--- src/rtl/video_monitor.sv ---
// Video timing monitor: checks line width, line count and blanking during
// vertical sync, and publishes a per-frame checksum report on each vs falling edge.
//
// state     | meaning
// WAIT_SYNC | idle after reset, waiting for the first vs falling edge
// IN_FRAME  | accumulating the current frame, reporting on each vs falling edge
module video_monitor #(
  parameter int HDISP = 800,
  parameter int VDISP = 480
) (
  input  logic        pixel_clk,
  input  logic        pixel_rst_n,
  input  logic        hs,
  input  logic        vs,
  input  logic        blank,
  input  logic [23:0] rgb,
  output logic        frame_done,
  output logic        frame_ok,
  output logic [15:0] frame_cnt,
  output logic [31:0] checksum,
  output logic [10:0] lines,
  output logic [2:0]  err_flags
);

  localparam logic [11:0] HDISP_W = 12'(HDISP);
  localparam logic [10:0] VDISP_W = 11'(VDISP);

  typedef enum logic {
    WAIT_SYNC = 1'b0,
    IN_FRAME  = 1'b1
  } state_t;

  state_t      state_q, state_d;
  logic        hs_q, vs_q;
  logic        hs_fall, vs_fall;
  logic        start_frame, publish;
  logic [11:0] pix_cnt, pix_nx;
  logic [31:0] acc, acc_nx;
  logic [10:0] line_cnt, line_nx;
  logic        err_w, err_s;
  logic        werr_nx, serr_nx;
  logic        line_close, line_live;
  logic [2:0]  flags_nx;

  assign hs_fall = hs_q & ~hs;
  assign vs_fall = vs_q & ~vs;

  // The pixel on the closing edge still belongs to the line/frame being closed,
  // so every close decision is taken on the post-increment values.
  assign line_close = hs_fall | vs_fall;
  assign pix_nx     = (blank && pix_cnt != 12'hFFF) ? pix_cnt + 12'd1 : pix_cnt;
  assign acc_nx     = acc + (blank ? {8'h00, rgb} : 32'h0000_0000);
  assign line_live  = line_close && (pix_nx != 12'd0);
  assign line_nx    = (line_live && line_cnt != 11'h7FF) ? line_cnt + 11'd1 : line_cnt;
  assign werr_nx    = err_w | (line_live && (pix_nx != HDISP_W));
  assign serr_nx    = err_s | (blank && !vs_q);
  assign flags_nx   = {serr_nx, (line_nx != VDISP_W), werr_nx};

  always_ff @(posedge pixel_clk) begin
    if (!pixel_rst_n) state_q <= WAIT_SYNC;
    else              state_q <= state_d;
  end

  always_comb begin
    state_d     = state_q;
    start_frame = 1'b0;
    publish     = 1'b0;
    case (state_q)
      WAIT_SYNC: begin
        if (vs_fall) begin
          state_d     = IN_FRAME;
          start_frame = 1'b1;
        end
      end
      IN_FRAME: begin
        if (vs_fall) publish = 1'b1;
      end
      default: state_d = WAIT_SYNC;
    endcase
  end

  always_ff @(posedge pixel_clk) begin
    if (!pixel_rst_n) begin
      hs_q       <= 1'b1;
      vs_q       <= 1'b1;
      frame_done <= 1'b0;
      frame_ok   <= 1'b0;
      frame_cnt  <= 16'd0;
      checksum   <= 32'd0;
      lines      <= 11'd0;
      err_flags  <= 3'd0;
      pix_cnt    <= 12'd0;
      acc        <= 32'd0;
      line_cnt   <= 11'd0;
      err_w      <= 1'b0;
      err_s      <= 1'b0;
    end else begin
      hs_q       <= hs;
      vs_q       <= vs;
      frame_done <= publish;
      if (publish) begin
        checksum  <= acc_nx;
        lines     <= line_nx;
        err_flags <= flags_nx;
        frame_ok  <= (flags_nx == 3'b000);
        frame_cnt <= frame_cnt + 16'd1;
      end
      // Clearing on the edge cycle makes the very next pixel part of the new frame.
      if (start_frame || publish) begin
        pix_cnt  <= 12'd0;
        acc      <= 32'd0;
        line_cnt <= 11'd0;
        err_w    <= 1'b0;
        err_s    <= 1'b0;
      end else if (state_q == IN_FRAME) begin
        pix_cnt  <= line_close ? 12'd0 : pix_nx;
        acc      <= acc_nx;
        line_cnt <= line_nx;
        err_w    <= werr_nx;
        err_s    <= serr_nx;
      end
    end
  end

endmodule

--- config.mk ---
export PLATFORM = sky130hd
export DESIGN_NAME = video_monitor
export DESIGN_NICKNAME = d
export VERILOG_FILES = /design/src/rtl/video_monitor.sv
export SDC_FILE = /design/constraint.sdc
export NUM_CORES = 1
export LEC_CHECK = 0
export ABC_AREA = 1
export BUFFER_PORTS_ARGS = -buffer_cell sky130_fd_sc_hd__buf_2
export CAP_MARGIN = 20
export CELL_PAD_IN_SITES_DETAIL_PLACEMENT = 2
export CELL_PAD_IN_SITES_GLOBAL_PLACEMENT = 2
export CORE_MARGIN = 2
export CORE_UTILIZATION = 36
export CTS_BUF_LIST = sky130_fd_sc_hd__clkbuf_4
export DETAILED_ROUTE_END_ITERATION = 6
export PLACE_DENSITY = 0.93
export SETUP_SLACK_MARGIN = 0.1
export SLEW_MARGIN = 40
export SYNTH_ARGS = -nofsm -noshare
export SYNTH_HDL_FRONTEND = slang
export SYNTH_SLANG_ARGS = --single-unit
--- constraint.sdc ---
create_clock -name pixel_clk -period 6.5 [get_ports pixel_clk]
set_clock_uncertainty 0.05 [all_clocks]
set_input_delay 0 -clock pixel_clk [delete_from_list [all_inputs] [get_ports pixel_clk]]
set_output_delay 0 -clock pixel_clk [all_outputs]
set_load 0.02 [all_outputs]
# --- After elaboration in Yosys (flattened, before gate mapping) ---
# Index checks and enable logic that the tools add are counted.
# W data, S select, Z words.
word_totals:
  out_inout_bits: 64
  latchBits: 0
  memories: 0
  ram_bits: 0
  input_bits: 29
  ff_bits: 124
  rom_bits: 0
classes:
  magnitude_cmp: 0
  n_eq_ne: 4
  n_mul: 0
  n_bitwise: 8
  n_reduce_logical: 10
  addsub: 4
  shift: 0
  div: 0
  mux: 8
ops:
  columns: ["cell", "n"]
  rows:
  - ["$add A32 B24 Y32", 1]
  - ["$mux W12", 2]
  - ["$mux W24", 1]
  - ["$add A16 B1 Y16 const B", 1]
  - ["$add A12 B1 Y12 const B", 1]
  - ["$ne A12 B10 Y1 const B", 1]
  - ["$ne A12 B12 Y1 const B", 1]
  - ["$reduce_bool A12 Y1", 1]
  - ["$add A11 B1 Y11 const B", 1]
  - ["$mux W11", 1]
  - ["$ne A11 B11 Y1 const B", 1]
  - ["$ne A11 B9 Y1 const B", 1]
  - ["$logic_and A1 B1 Y1", 5]
  - ["$mux W1", 4]
  - ["$logic_not A3 Y1", 1]
  - ["$not A1 Y1", 3]
  - ["$or A1 B1 Y1", 3]
  - ["$and A1 B1 Y1", 2]
  - ["$reduce_or A2 Y1", 1]
  - ["$logic_not A1 Y1", 1]
  - ["$logic_or A1 B1 Y1", 1]

# --- Logic depth before layout (Yosys ltp) ---
# Gate-level depths: netlist of the first run.
depth:
  word_depth: 9
  mapped_depth: 22
  ltp_nobuf: 22

# --- Least setup slack after synthesis of the first run ---
# Ideal clock, no wire load.
synth_timing:
  path_kind: "in2reg"
  startpoint: "in blank"
  endpoint: "reg acc[28]"
  stages: 19
  setup_slack_ns: 3.715
  t_arrival_ns: 2.625
  n_path_buf: 2
  cell_sequence: "buf_2 > buf_1 > nand2_1 > inv_1 > ha_1 > inv_1 > fa_1 > nor3_1 > nor2_1 > o21bai_1 > a21boi_1 > o21ai_0 > nand2_1 > nand2_1 > a21oi_1 > o21ai_0 > nand3_1 > nand2_1 > inv_1"
synth_between:
  elab_chain_len: 2
synth_rtl:
  columns: ["item", "line", "rtl"]
  rows:
  - ["from (decl)", "15", "input logic blank,"]
  - ["$mux W24", "52", "assign acc_nx = acc + (blank ? {8'h00, rgb} : 32'h0000_0000);"]
  - ["$add A32 B24 Y32", "52", null]
  - ["to (signal assigned)", "117", "acc <= acc_nx;"]
  - ["to (decl)", "38", "logic [31:0] acc, acc_nx;"]
# Every way passes these cells.
# A chain may end at the register's enable or synchronous reset.

# --- Worst setup path in the final report of the first run ---
layout_timing:
  startpoint: "reg pix_cnt[1]"
  endpoint: "reg err_flags[1]"
layout_between:
  elab_chain_len: 8
  elab_cells_between_ends: 9
layout_rtl:
  columns: ["item", "line", "rtl"]
  rows:
  - ["from (decl)", "37", "logic [11:0] pix_cnt, pix_nx;"]
  - ["from (signal assigned)", "116", "pix_cnt <= line_close ? 12'd0 : pix_nx;"]
  - ["parallel branches: the longest is 2 deep, another holds $add A12 B1 Y12", null, null]
  - ["$mux W12 (*)", "51", "assign pix_nx = (blank && pix_cnt != 12'hFFF) ? pix_cnt + 12'd1 : pix_cnt;"]
  - ["$reduce_bool A12 Y1 (*)", "53", "assign line_live = line_close && (pix_nx != 12'd0);"]
  - ["$logic_and A1 B1 Y1 (*)", "53", null]
  - ["$logic_and A1 B1 Y1 (*)", "54", "assign line_nx = (line_live && line_cnt != 11'h7FF) ? line_cnt + 11'd1 : line_cnt;"]
  - ["$mux W11 (*)", "54", null]
  - ["$ne A11 B9 Y1 (*)", "57", "assign flags_nx = {serr_nx, (line_nx != VDISP_W), werr_nx};"]
  - ["to (signal assigned)", "104", "err_flags <= flags_nx;"]
  - ["to (decl)", "22", "output logic [2:0] err_flags"]
# Mark *: on every way between the ends.

==> metrics.md, run 1 <==
| Metric | Value |
|---|---|
| Layout area overhead | 14.3% |
| TritonCTS clock tree | done |
| Crit path max fanout | 19 |
| CP Launch Type | flop |
| Net Sw Power | ~0.00057 W |
| Pwr per Cell Area | around 210 nW/um2 |
| Net Sw Frac | 32.7% |
| Internal | about 0.0012 W |
| Core box area | ~20000 um2 |
| DIE WIDTH | approximately 150 um |
| Routed wire length | 29700 um |
| Vias/cell | 5.31 |
| Post_cts resized | 0 |
| Hold Vio Cnt, Final | 0 |
| Tmin final | ~3.5 ns |
| RePlAce Congestion | about 0.80 |
| Residual DRC | 0 |
| CP arrival | ~4 ns |
| Max Root-Sink Buffers | 2 |
| First-pass GRT wire length | between 40000 and 50000 um |
| GRT Total Usage | between 20 and 30% |
| Comb pwr share | about 17% |
| Commonest non-fill, non-tap cells in the layout | nand2_1 (215), inv_1 (187), dfxtp_1 (124), nor2_1 (115), buf_2 (92) |
| Post-DP HPWL | around 21000 um |
| Initial antenna violation count | 1 |
| Normalized max-slew margin | between 40% and 50% |
| Mean Syn Cell Area | between 6 and 7 um2 |
| CTS sink cnt | between 100 and 150 |
| Min Hold Slack | 0.0293 ns |
| FFs w/ async S/R, synth | 0% |
| Via count | roughly 7.7k |
| Post-synth EDFFs | 0 |
| TritonCTS Buffers | 17 |
| Nets | 1226 |
| Fmax | 286 MHz |
| YS warnings | 0 |
| Pleak | about 4.2 nW |
| Final setup TNS | 0 ns |
| Layout cell share with drive strength beyond 1 | 12.7% |
| Total die area | about 21000 um2 |
| Row Count | slightly above 50 |
| Vias in the first global route | roughly 8.9k |
| Gr ovfl total | 0 |
| Sequential share of power | roughly 47% |
| Hold Crit Class | in2reg |
| CTS clk-pin slew, worst paths | 0.13 ns |
| Largest net degree at the start of global routing | 64 |
| Distinct cells, synth | 42 |
| Die extent in y | between 100 and 150 um |
| CTS root buffer | clkbuf_4 |
| Syn Nets | approximately 1.1k |
| Netlist Area Pre-Place | slightly above 7000 um2 |
| CP Data Required Time | slightly below 7 ns |
| Most common cell after layout, fill and taps aside | nand2_1 |
| Cells after synthesis | between 1k and 1.5k |
| Initial Utilization | 36.9% |
| Post-Route Utilization | a little over two fifths |
| Antenna-violating nets left | 0 |
| Maxcap violations | 0 |
| Initial DRC Count | 289 |
| Top_reg_cell synth | dfxtp_1 |
| Drt pass-1 iters | 4 |
| RSZ-0062 raised after global routing | false |
| Htree depth | 4 |
| Post-synthesis sequential area ratio | 34.4% |
| VDD IR max | about 100 uV |
| CP endpoint kind | flop |
| Status | finished clean |
| IO Pins | 93 |
| Buffers on Ports | just over 90 |
| Slew @ Worst Pin | 0.789 ns |
| Wire length per cell | between 20 and 25 um |
| Setup violators final | 0 |
| Crit path kind | reg2reg |
| Period utilisation layout | between 50% and 60% |
| Clock latency on the worst-skew pair | 0.61 ns |
| Slew Limit Fails | 0 |
| FF+latch count, synth | approximately 120 |
| Clock group share of total power | a little over a third |
==> final timing paths <==
kind,start,endpoint,cells after the start,slack [ns]
max,pix_cnt[1],err_flags[1],20,3.00
max reg2reg,pix_cnt[1],err_flags[1],20,3.00
min reg2reg,frame_cnt[15],frame_cnt[15],1,0.42
min,rgb[22],checksum[22],7,0.03
==> synth_stat cells, types with 4 or more instances <==
cell,n,share of area [%]
a21oi_1,70,4.8
a31oi_1,6,0.52
buf_1,4,0.21
clkbuf_1,34,1.8
dfxtp_1,124,34
ha_1,27,4.7
inv_1,187,9.7
inv_2,6,0.31
nand2_1,215,11
nand3_1,48,3.3
nand4_1,23,2.0
nor2_1,117,6.1
nor3_1,13,0.90
o211ai_1,16,1.7
o21a_1,9,0.93
o21ai_0,77,5.3
o21ai_1,10,0.69
o21bai_1,28,2.9
xnor2_1,7,0.85
xor2_1,24,2.9
==> metal layers <==
layer  vias up  GRT usage, %  part of all wire, %
met5         -             0                    0
li1       3628             -                    -
met4         0          14.1                  4.3
met1      3823          29.7                   38
met2       153          55.4                   55
met3        78          4.36                  2.9
==> area by class of cell <==
| class | instances | area, um2 |
|---|---|---|
| Clock buffer | 17 | 128 |
| Sequential cell | 124 | 2480 |
| Inverter | 196 | 738 |
| Tap cell | 265 | 332 |
| Multi-Input combinational cell | 727 | 3840 |
| Fill cell | 2404 | 11300 |
| Antenna cell | 1 | 2.50 |
| Clock inverter | 15 | 179 |
| Timing Repair Buffer | 103 | 558 |
==> state kept, by name, summed over array words and instances (netlist names) <==
name	count
err_w	1
line_cnt	11
frame_done	1
state_q	1
vs_q	1
hs_q	1
lines	11
frame_ok	1
err_s	1
err_flags	3
pix_cnt	12
acc	32
checksum	32
frame_cnt	16
==> metrics by stage <==
stage	setup WS (ns)	instances	area [um2]	power, W
final	3.00	1448	8260	0.00175
after detailed placement	2.76	1409	7890	0.00113
after global routing	2.64	1448	8260	0.00183
after floorplan	3.72	1088	7230	0.00102
after CTS	3.00	1447	8260	0.00176
after global placement	3.09	1409	7890	0.00110
==> power groups by stage <==
| stage | logic, W | registers [W] | clock network [W] |
|---|---|---|---|
| 4_1_cts | 0.000302 | 0.000817 | 0.000642 |
| 6_report | 0.000302 | 0.000818 | 0.000633 |
| 2_1_floorplan | 0.000171 | 0.000846 | 0 |
| 3_5_place_dp | 0.000292 | 0.000833 | 0 |
| 3_3_place_gp | 0.000270 | 0.000830 | 0 |
| 5_1_grt | 0.000332 | 0.000821 | 0.000673 |
==> worst max-delay path, cell delays in order (launching register included) <==
cell and delay [ns]:
dfxtp_1 0.45, ha_1 0.26, clkinv_1 0.13, nor2_4 0.16, nand3_4 0.24, nand2_1 0.25, nand2_1 0.11, nand2_1 0.11
nor2_1 0.06, nand2_1 0.07, nor2_2 0.05, nand2_1 0.32, nand3_2 0.27, nand2_1 0.12, nand2_1 0.11, nor2_1 0.12
nand2_1 0.10, nor2_2 0.15, nand3_1 0.09, nand2_1 0.10, inv_1 0.04
==> cell families after synthesis <==
| logic type | count (synthesis) | synth area share [%] |
|---|---|---|
| and+or+nand+nor | 439 | 26.1 |
| buffers and inverters | 237 | 12.5 |
| AOI/OAI and AO/OA | 229 | 18.3 |
| DFF | 124 | 34.4 |
| xor gates and xnor gates | 31 | 3.76 |
| adders and majority gates | 28 | 4.95 |
==> repair_timing <==
item | CTS | global route
setup buffers | 0 | 0
hold buffers | 6 | 0
endpoints found under the hold margin | 21 | 0
(Power assumes the default switching activity.)
==> run 2, diff against run 1 <==
--- a/config.mk
+++ b/config.mk
@@ -5,16 +5,16 @@
 export SDC_FILE = /design/constraint.sdc
 export NUM_CORES = 1
 export LEC_CHECK = 0
-export ABC_AREA = 1
+export ABC_AREA = 0
 export BUFFER_PORTS_ARGS = -buffer_cell sky130_fd_sc_hd__buf_2
 export CAP_MARGIN = 20
 export CELL_PAD_IN_SITES_DETAIL_PLACEMENT = 2
 export CELL_PAD_IN_SITES_GLOBAL_PLACEMENT = 2
 export CORE_MARGIN = 2
-export CORE_UTILIZATION = 36
+export CORE_UTILIZATION = 32
 export CTS_BUF_LIST = sky130_fd_sc_hd__clkbuf_4
 export DETAILED_ROUTE_END_ITERATION = 6
-export PLACE_DENSITY = 0.93
+export PLACE_DENSITY = 0.82
 export SETUP_SLACK_MARGIN = 0.1
 export SLEW_MARGIN = 40
 export SYNTH_ARGS = -nofsm -noshare
==> constraint.sdc (replaced) <==
create_clock -name pixel_clk -period 3.2 [get_ports pixel_clk]
set_clock_uncertainty 0.05 [all_clocks]
set_input_delay 0 -clock pixel_clk [delete_from_list [all_inputs] [get_ports pixel_clk]]
set_output_delay 0 -clock pixel_clk [all_outputs]
set_load 0.02 [all_outputs]
==> metrics.md, run 2 <==
| Metric | Value |
|---|---|
| Buffers on Ports | 92 (unchanged) |
| Initial antenna violation count | 1 (unchanged) |
| Worst slack at placement | -0.249 ns (was 2.76 ns) |
| Met3 Use GR | 3.64% (was 4.36%) |
| Commonest non-fill, non-tap cells in the layout | dfxtp_1 (110), nor2_1 (92), buf_2 (92), buf_4 (89), nand2_1 (83) (was nand2_1 (215), inv_1 (187), dfxtp_1 (124), nor2_1 (115), buf_2 (92)) |
| TritonCTS clock tree | done (unchanged) |
| Pleak | 3.57 nW (was 4.25 nW) |
| Antenna-violating nets left | 0 (unchanged) |
| CTS root buffer | clkbuf_4 (unchanged) |
| IO Pins | 93 (unchanged) |
| Crit. Startpoint | pix_cnt[8] (was pix_cnt[1]) |
| Htree depth | 4 (unchanged) |
| Status | finished, violations left (was finished clean) |
| Crit path max fanout | 3 (was 19) |
| Slowest cell delay on critical path | 0.56 ns (was 0.45 ns) |
| Die extent in y | 149 um (was 146 um) |
| CTS clk-pin slew, worst paths | 0.14 ns (was 0.13 ns) |
| Stages on worst setup path | 9 (was 20) |
| Clock latency on the worst-skew pair | 0.58 ns (was 0.61 ns) |
| Total die area | 22300 um2 (was 21200 um2) |
| Maxcap violations | 0 (unchanged) |
| Row Count | 53 (was 51) |
| Period utilisation layout | 101% (was 53.8%) |
| Most Crowded Layer GR | met2 (unchanged) |
| Design Power | 0.00323 W (was 0.00175 W) |
| FFs w/ async S/R, synth | 0% (unchanged) |
| Setup violators final | 2 (was 0) |
| Max Root-Sink Buffers | 2 (unchanged) |
| Met1 Track Usage GR | 25.9% (was 29.7%) |
| Post-route cell area | 8660 um2 (was 8260 um2) |
| Worst Path Buf+Inv | 0 (was 2) |
| Worst r2r src | pix_cnt[8] (was pix_cnt[1]) |
| Layout cell share with drive strength beyond 1 | 27.3% (was 12.7%) |
| FF+latch count, synth | 124 (unchanged) |
| Largest net degree at the start of global routing | 45 (was 64) |
| Mean Syn Cell Area | 8.16 um2 (was 6.64 um2) |
| Post-synth top area share | 36.7% (was 34.4%) |
| Vias/cell | 5.35 (was 5.31) |
| Top delay family on crit path | simple AND/OR/NAND/NOR gates (unchanged) |
| Worst r2r path cells | 9 (was 20) |
| Syn Nets | 886 (was 1145) |
| Fmax | 310 MHz (was 286 MHz) |
| Final WS setup | -0.0291 ns (was 3.00 ns) |
| Cells after synthesis | 829 (was 1088) |
| Largest cells by area after synthesis | dfxtp_1 (37%), nor2_1 (5.2%), ha_1 (5.0%), a21oi_1 (4.9%), nand2_1 (4.7%) (was dfxtp_1 (34%), nand2_1 (11%), inv_1 (9.7%), nor2_1 (6.1%), o21ai_0 (5.3%)) |
| Most common cell after layout, fill and taps aside | dfxtp_1 (was nand2_1) |
| Max stage delay cell, worst path | or4b_4 (was dfxtp_1) |
| TritonCTS Buffers | 17 (unchanged) |
| Top_reg_cell synth | dfxtp_1 (unchanged) |
| Netlist Area Pre-Place | 6760 um2 (was 7230 um2) |
| RSZ-0062 raised after global routing | true (was false) |
| Pwr per Cell Area | 373 nW/um2 (was 212 nW/um2) |
| GRT Total Usage | 22.5% (was 28.6%) |
| CP Launch Type | flop (unchanged) |
| Vias in the first global route | 7536 (was 8916) |
| YS warnings | 0 (unchanged) |
| Initial Utilization | 32.4% (was 36.9%) |
| Area leader, netlist | dfxtp_1 (unchanged) |
| Area after DPL | 8020 um2 (was 7890 um2) |
| Most frequent cells after synthesis | dfxtp_1 (124), nor2_1 (93), nand2_1 (84) (was nand2_1 (215), inv_1 (187), dfxtp_1 (124)) |
| CTS sink cnt | 124 (unchanged) |
| Nets | 1052 (was 1226) |
| Post-synth EDFFs | 0 (unchanged) |
| Via count | 6864 (was 7682) |
| DIE WIDTH | 149 um (was 146 um) |
| Wire length per cell | 19.7 um (was 20.5 um) |
| Flop2flop setup slack | -0.03 ns (was 3.00 ns) |
| Hold Crit Class | in2reg (unchanged) |
| RePlAce Congestion | 0.815 (was 0.803) |
| Distinct cells, synth | 68 (was 42) |
| Initial DRC Count | 237 (was 289) |
| Gr ovfl total | 0 (unchanged) |
| Crit-path cells | nand4_4 > or4_4 > mux2_4 > nor3_4 > nand4_1 > a2111oi_4 > o211ai_1 > or4b_4 > o221a_1 (was ha_1 > clkinv_1 > nor2_4 > nand3_4 > nand2_1 > nand2_1 > nand2_1 > nor2_1 > nand2_1 > nor2_2 > nand2_1 > nand3_2 > nand2_1 > nand2_1 > nor2_1 > nand2_1 > nor2_2 > nand3_1 > nand2_1 > inv_1) |
| VDD IR max | 242 uV (was 102 uV) |
| Routed wire length | 25300 um (was 29700 um) |
| FF-to-FF End | err_flags[1] (unchanged) |
| Top flop regs | acc: 32 flops, checksum: 32 flops, frame_cnt: 16 flops (unchanged) |
| Crit path kind | reg2reg (unchanged) |
| First-pass GRT wire length | 39500 um (was 48000 um) |
| CP endpoint kind | flop (unchanged) |
| Normalized max-slew margin | 58.6% (was 47.3%) |
| CP Data Required Time | 3.63 ns (was 6.96 ns) |
| Slew Limit Fails | 0 (unchanged) |
| Residual DRC | 0 (unchanged) |
| Met2 GRT Util | 42.2% (was 55.4%) |
| Worst Setup EP | err_flags[1] (unchanged) |
| Failing checks | setup timing |
| Slew @ Worst Pin | 0.615 ns (was 0.789 ns) |
| Post-DP HPWL | 17000 um (was 20800 um) |
| Drt pass-1 iters | 5 (was 4) |
| Post-synthesis sequential area ratio | 36.7% (was 34.4%) |
| Hold Vio Cnt, Final | 0 (unchanged) |
| Core box area | 20900 um2 (was 19600 um2) |
| Count leader, synth | dfxtp_1 (was nand2_1) |
| CP arrival | 3.66 ns (was 3.95 ns) |
| Tmin final | 3.23 ns (was 3.50 ns) |
| Layout area overhead | 28.0% (was 14.3%) |
-- run 2: changes by cell type after synthesis, moves of 11 or more --
cell,delta
inv_1,-165
nor2_1,-24
xnor2_1,+14
nand2_1,-131
and2_1,+30
a211oi_1,+11
o21bai_1,-27
xor2_1,+11
mux2i_1,+19
or3_1,+15
o21ai_0,-33
and3_1,+13
-- run 2: what timing repair did --
item / CTS / global route
setup buffers: 9 / 6
gates resized for setup: 21 / 22
pin swaps: 6 / 12
endpoints found under the hold margin: 26 / 0
cloned: 0 / 1
setup endpoints to repair: 22 / 26
hold buffers: 7 / 0
-- run 2: tightest hold or removal path, stage by stage --
cell     delay, ns
buf_2         0.08
and2_1        0.12
ha_1          0.18
xnor2_1       0.13
nand2_1       0.09
a21oi_1       0.06
-- run 2: cells by family after synthesis --
logic type	after synthesis	share of synthesized area (%)
compound gates	190	18.1
xor+xnor	56	7.25
fa+ha+maj	28	5.29
buf+inv	65	3.83
flops	124	36.7
mux	21	3.26
simple gates	345	25.5
-- run 2: cell type report --
type	instances	area, um2
Clock inverter	15	154
Tap cell	275	344
Antenna cell	1	2.50
Inverter	22	82.6
Fill cell	2396	12200
Multi-Input combinational cell	641	4210
Timing Repair Buffer	189	1220
Sequential cell	124	2510
Clock buffer	17	128
-- run 2: worst min-delay path by stage --
stage                 start           end  slack, ns  cells past startpoint
global placement         vs          vs_q       0.17                      2
floorplan                vs          vs_q       0.05                      1
global route        rgb[17]  checksum[17]       0.07                      6
detailed placement       vs          vs_q       0.17                      2
finish               rgb[2]   checksum[2]       0.06                      6
CTS                 rgb[17]  checksum[17]       0.01                      6
-- run 2: layer usage --
layer | share of wire, % | wire length, um
met1 | 43 | 10800
met2 | 52 | 13200
met3 | 2.6 | 667
met4 | 2.1 | 519
met5 | 0 | 0
-- run 2: power breakdown --
group	switching [W]	leakage, nW	internal [W]
clock	0.000752	0.150	0.000415
combinational	0.000289	2.41	0.000175
sequential	0.0000243	1.01	0.00158
-- run 2: stage by stage --
step	hold WS (ns)	cells	utilization [%]	TNS (ns)
final	0.0571	1284	41.4	-0.0570
after CTS	0.0115	1276	40.8	-0.0183
after global placement	0.168	1228	38.4	-1.35
after floorplan	0.0515	829	-	0
after detailed placement	0.169	1228	38.4	-1.38
after global routing	0.0730	1284	41.4	-0.257
